--- src/rtl/data_mem_ctrl.sv ---
// Data memory controller: serialises byte/half/word loads and stores onto an
// 8-bit RAM port, little-endian, with IO write-buffer back-pressure.
module data_mem_ctrl (
   input  logic        clockIn,
   input  logic        resetIn,
   input  logic        clearIn,
   input  logic [1:0]  accessType,
   input  logic        readWriteIn,
   input  logic [31:0] dataAddr,
   input  logic [31:0] dataIn,
   output logic        dataValid,
   output logic [31:0] dataOut,
   output logic        dataWriteSuc,
   output logic        busy,
   input  logic [7:0]  memIn,
   output logic [7:0]  memOut,
   output logic [31:0] memAddr,
   output logic        memWrite,
   input  logic        ioBufferFull,
   output logic [1:0]  stateDbg
);

   typedef enum logic [1:0] {IDLE, READ, WRITE, DONE} stateT;

   // Handshake: a request is a one-cycle accessType != 0 sampled in IDLE;
   // completion is a one-cycle dataValid (read) or dataWriteSuc (write) pulse.
   stateT       state, stateNext;
   logic [2:0]  byteCnt;
   logic [1:0]  lastIdx;
   logic        isRead;
   logic [31:0] wrData;
   logic [31:0] rdBuf;
   logic [31:0] rdMerged;
   logic [1:0]  capIdx;
   logic [7:0]  wrByte;
   logic        ioStall;
   logic        issue;

   assign ioStall      = (memAddr[17:16] == 2'b11) && ioBufferFull;
   assign issue        = (state == WRITE) && !ioStall;
   assign memWrite     = issue;
   assign memOut       = issue ? wrByte : 8'h00;
   assign dataValid    = (state == DONE) && isRead;
   assign dataWriteSuc = (state == DONE) && !isRead;
   assign busy         = (state != IDLE);
   assign stateDbg     = state;
   assign capIdx       = 2'(byteCnt - 3'd1);

   always_comb begin
      wrByte = wrData[7:0];
      case (byteCnt[1:0])
         2'd0: wrByte = wrData[7:0];
         2'd1: wrByte = wrData[15:8];
         2'd2: wrByte = wrData[23:16];
         2'd3: wrByte = wrData[31:24];
         default: wrByte = wrData[7:0];
      endcase
   end

   // Byte addressed in the previous cycle arrives now; slot it in place.
   always_comb begin
      rdMerged = rdBuf;
      case (capIdx)
         2'd0: rdMerged[7:0]   = memIn;
         2'd1: rdMerged[15:8]  = memIn;
         2'd2: rdMerged[23:16] = memIn;
         2'd3: rdMerged[31:24] = memIn;
         default: rdMerged = rdBuf;
      endcase
   end

   always_comb begin
      stateNext = state;
      case (state)
         IDLE: begin
            if (accessType != 2'b00) begin
               if (!readWriteIn)  stateNext = WRITE;
               else if (!clearIn) stateNext = READ;
            end
         end
         READ: begin
            if (clearIn)                              stateNext = IDLE;
            else if (byteCnt == {1'b0, lastIdx} + 3'd1) stateNext = DONE;
         end
         WRITE: begin
            if (issue && (byteCnt[1:0] == lastIdx)) stateNext = DONE;
         end
         DONE:    stateNext = IDLE;
         default: stateNext = IDLE;
      endcase
   end

   always_ff @(posedge clockIn or posedge resetIn) begin
      if (resetIn) begin
         state   <= IDLE;
         memAddr <= 32'h0;
         byteCnt <= 3'd0;
         lastIdx <= 2'd0;
         isRead  <= 1'b0;
         wrData  <= 32'h0;
         rdBuf   <= 32'h0;
         dataOut <= 32'h0;
      end else begin
         state <= stateNext;
         case (state)
            IDLE: begin
               if (stateNext != IDLE) begin
                  memAddr <= dataAddr;
                  byteCnt <= 3'd0;
                  lastIdx <= {accessType[1] & accessType[0], accessType[1]};
                  isRead  <= readWriteIn;
                  wrData  <= dataIn;
                  rdBuf   <= 32'h0;
               end
            end
            READ: begin
               if (!clearIn) begin
                  byteCnt <= byteCnt + 3'd1;
                  if (byteCnt < {1'b0, lastIdx}) memAddr <= memAddr + 32'd1;
                  if (byteCnt != 3'd0)           rdBuf   <= rdMerged;
                  if (stateNext == DONE)         dataOut <= rdMerged;
               end
            end
            WRITE: begin
               if (issue && (stateNext != DONE)) begin
                  byteCnt <= byteCnt + 3'd1;
                  memAddr <= memAddr + 32'd1;
               end
            end
            DONE:    byteCnt <= 3'd0;
            default: byteCnt <= 3'd0;
         endcase
      end
   end

endmodule

--- config.mk ---
export PLATFORM = sky130hd
export DESIGN_NAME = data_mem_ctrl
export DESIGN_NICKNAME = d
export VERILOG_FILES = /design/src/rtl/data_mem_ctrl.sv
export SDC_FILE = /design/constraint.sdc
export NUM_CORES = 1
export LEC_CHECK = 0
export BUFFER_PORTS_ARGS = -buffer_cell sky130_fd_sc_hd__buf_2
export CAP_MARGIN = 10
export CELL_PAD_IN_SITES_DETAIL_PLACEMENT = 2
export CELL_PAD_IN_SITES_GLOBAL_PLACEMENT = 2
export CORE_ASPECT_RATIO = 2
export CORE_UTILIZATION = 36
export CTS_CLUSTER_DIAMETER = 100
export DETAILED_ROUTE_END_ITERATION = 12
export PLACE_DENSITY_LB_ADDON = 0.1
export SLEW_MARGIN = 20
export SYNTH_ARGS = -nofsm -noshare
export SYNTH_HDL_FRONTEND = slang
export SYNTH_SLANG_ARGS = --single-unit
--- constraint.sdc ---
create_clock -name clockIn -period 14.27 [get_ports clockIn]
set_input_delay 3.5675 -clock clockIn [delete_from_list [all_inputs] [get_ports clockIn]]
set_output_delay 3.5675 -clock clockIn [all_outputs]
set_load 0.005 [all_outputs]
==> results_dict.tcl <==
set metrics [dict create \
    status "finished clean" \
    hpwlAfterDp_um 16600 \
    grt_pass1_wl_um 36400 \
    vdd_drop_max_v 0.000147 \
    yosys.cell_count.top_type "dfrtp_1" \
    rsz0062_at_grt "no" \
    synth_area_mm2 0.00674 \
    min_from "dataOut[17]$_DFFE_PP0P_" \
    worstPathArrival_ns 4.44 \
    startpoint "ioBufferFull" \
    synth_mux_area_frac 0.104 \
    wl_um 23000 \
    synth_top_area_share 0.505 \
    leakage_nw 3.71 \
    io_buffer_count 156 \
    fin_area_mm2 0.00825 \
    worstPathRequired_ns 10.70 \
    synthXorXnorAreaFrac 0.00260 \
    synth.area.top_cells "dfrtp_1 (50%), mux2_2 (5.7%), nand2_1 (5.1%)" \
    firstDrtPassIters 5 \
    power_density_mw_per_mm2 255 \
    ant_nets 0 \
    core-area_mm2 0.0183 \
    synth-edff-count 0 \
    layout-drive-gt1-share 0.293 \
    final-setup-viol-count 0 \
    critPathKind "in2out" \
    postCtsSetupRepairBufs 0 \
    vias 5855 \
    slew_headroom 0.347 \
    cts_tree "built" \
    synth_adder_area_share 0.0297 \
    worstHoldPathCells 2 \
    nets 899 \
    drt_iter0_drc 166 \
    grt_usage 0.247 \
    htreeDepth 4 \
    syn_to_final_growth_pct 22.4 \
    finalHoldViolCount 0 \
    period_needed_ns 8.01 \
    grt_antenna_before_repair 3 \
    drc_errors 0 \
    cts_resized 0 \
    synth_cell_type_count 53 \
    grt_pass1_vias 6722 \
    ys_warn_count 0 \
    synth.largest_area_cell "dfrtp_1" \
    synth_compound_area_frac 0.201 \
    cts_root_buffer "clkbuf_16" \
    finalClockSkew_ns 0.00873 \
    cts_sinks 136 \
    synth_top_family_by_area "compound AO/OA/AOI/OAI gates" \
    clockBufferDepth 2 \
    grt_max_degree 90 \
    r2r-start "stateDbg[1]$_DFF_PP0_" \
    tightestPinTransition_ns 0.979 \
    grt_overflow 0 \
    rows 70 \
    worstRegToRegCells 8 \
    synth_seq_cells 136 \
    yosys.area_share.simple 0.119 \
    start_util 0.368 \
    cp_max_fo 9 \
    fin_crit_sh 0.561 \
    synth_nets 762 \
    fin_setup_tns_ns 0 \
    dieWidth_um 98.8 \
    cts_made_buffers 17 \
    ios 157 \
    vias_per_cell 5.66 \
    async_reset_ff_frac 1.00 \
    placed_area_mm2 0.00767 \
    die-area_mm2 0.0193 \
    cts_hold_buf 0 \
    cap_violations 0 \
    clkLatencyLatePin_ns 0.42 \
    ys_seq_area_frac 0.505 \
    synthCells 667 \
    die_h_um 196 \
    end_kind "output port" \
    startpoint_type "input pin" \
    hold_class "reg2reg" \
    wl_per_cell_um 22.3 \
    gp_congestion 0.817 \
    ys.flop_type "dfrtp_1" \
    syn_area_per_cell_um2 10.1 \
    clk_pin_slew_ns 0.06 \
    clock.fmax_ghz 0.125 \
    drv_slew 0 \
    yosys-top-cells-count "dfrtp_1 (136), nand2_1 (91), a21oi_1 (59), o21ai_0 (58), mux2_2 (34)" \
]
cell usage in the layout, fill, tap and decap left out, types with 2 or more instances in the layout:
| cell type | count |
|---|---|
| a31oi_1 | 3 |
| mux2i_1 | 32 |
| buf_4 | 6 |
| nor3_1 | 2 |
| and3_1 | 5 |
| nor3_2 | 2 |
| mux2_2 | 34 |
| xnor2_1 | 2 |
| nor2b_1 | 3 |
| buf_2 | 156 |
| inv_6 | 2 |
| nand4_1 | 5 |
| o21ai_1 | 3 |
| o31ai_1 | 4 |
| ha_2 | 2 |
| a22o_1 | 7 |
| clkinv_2 | 4 |
| o2bb2ai_1 | 19 |
| diode_2 | 3 |
| clkbuf_8 | 2 |
| and2_1 | 2 |
| clkbuf_16 | 17 |
| nand2b_1 | 3 |
| a222oi_1 | 8 |
| nor2_1 | 27 |
| clkbuf_1 | 4 |
| inv_1 | 15 |
| and4_1 | 2 |
| nand3_1 | 22 |
| dfrtp_1 | 136 |
| or2_2 | 2 |
| ha_1 | 14 |
| o21ai_0 | 58 |
| bufinv_16 | 2 |
| a32o_1 | 3 |
| a21oi_1 | 59 |
| o22ai_1 | 22 |
| a2bb2oi_1 | 13 |
| nand2_1 | 91 |
kinds of logic after synthesis:
family | after synthesis
xor+xnor | 2
fa+ha+maj | 16
simple gates | 174
mux | 66
flops | 136
compound gates | 212
buf+inv | 61
critical path, cell delays in order:
cell     delay, ns
buf_2         0.10
nand3_1       0.14
nand2_1       0.26
nor2_1        0.22
buf_2         0.15
area by class of cell:
| cell class | instances | area, µm² |
|---|---|---|
| well taps | 216 | 270 |
| fillers | 2005 | 10100 |
| diodes | 3 | 7.51 |
| repair buffers | 162 | 826 |
| multi-input cells | 470 | 3110 |
| clock inverters | 8 | 96.3 |
| inverters | 17 | 68.8 |
| flip-flops and latches | 136 | 3400 |
| clock buffers | 23 | 468 |
per-layer routing:
layer / up-vias / routed length (µm) / part of all wire / global-route usage
met2: 141 / 13500 / 0.58 / 0.483
met4: 0 / 943 / 0.041 / 0.134
li1: 2705 / - / - / -
met5: - / 0 / 0 / 0
met3: 50 / 662 / 0.029 / 0.0419
met1: 2959 / 7960 / 0.35 / 0.236
flip-flops by register name (all words and copies together) (netlist names):
register / flops
stateDbg: 2
memAddr: 32
lastIdx: 2
isRead: 1
rdBuf: 32
wrData: 32
byteCnt: 3
dataOut: 32
path summary, 6_finish.rpt:
check	to	slack, ns
worst min-delay path	dataOut[17]$_DFFE_PP0P_	0.48
worst max register to register	dataOut[24]$_DFFE_PP0P_	10.47
worst min register to register	dataOut[17]$_DFFE_PP0P_	0.48
min in group asynchronous	dataOut[27]$_DFFE_PP0P_	3.22
max in group asynchronous	wrData[0]$_DFFE_PP0P_	9.61
worst max-delay path	memOut[2]	6.26
power by group:
part | internal (W) | switching, W | leakage [nW] | total [W]
Sequential | 0.000544 | 0.000141 | 1.71 | 0.000685
Combinational | 0.000397 | 0.000588 | 1.73 | 0.000985
Clock | 0.000265 | 0.000167 | 0.277 | 0.000432
metrics by stage:
stage | hold WS, ns | power [W] | std cells | util | worst slack, ns
CTS | 0.487 | 0.00213 | 1032 | 0.450 | 6.24
global route | 0.506 | 0.00225 | 1035 | 0.451 | 6.22
finish | 0.482 | 0.00210 | 1035 | 0.451 | 6.26
detailed placement | 0.474 | 0.00167 | 1001 | 0.419 | 6.24
global placement | 0.457 | 0.00160 | 1001 | 0.419 | 6.35
floorplan | 0.455 | 0.00133 | 667 | - | 6.73
No activity file was read; power rests on OpenSTA's default activity.
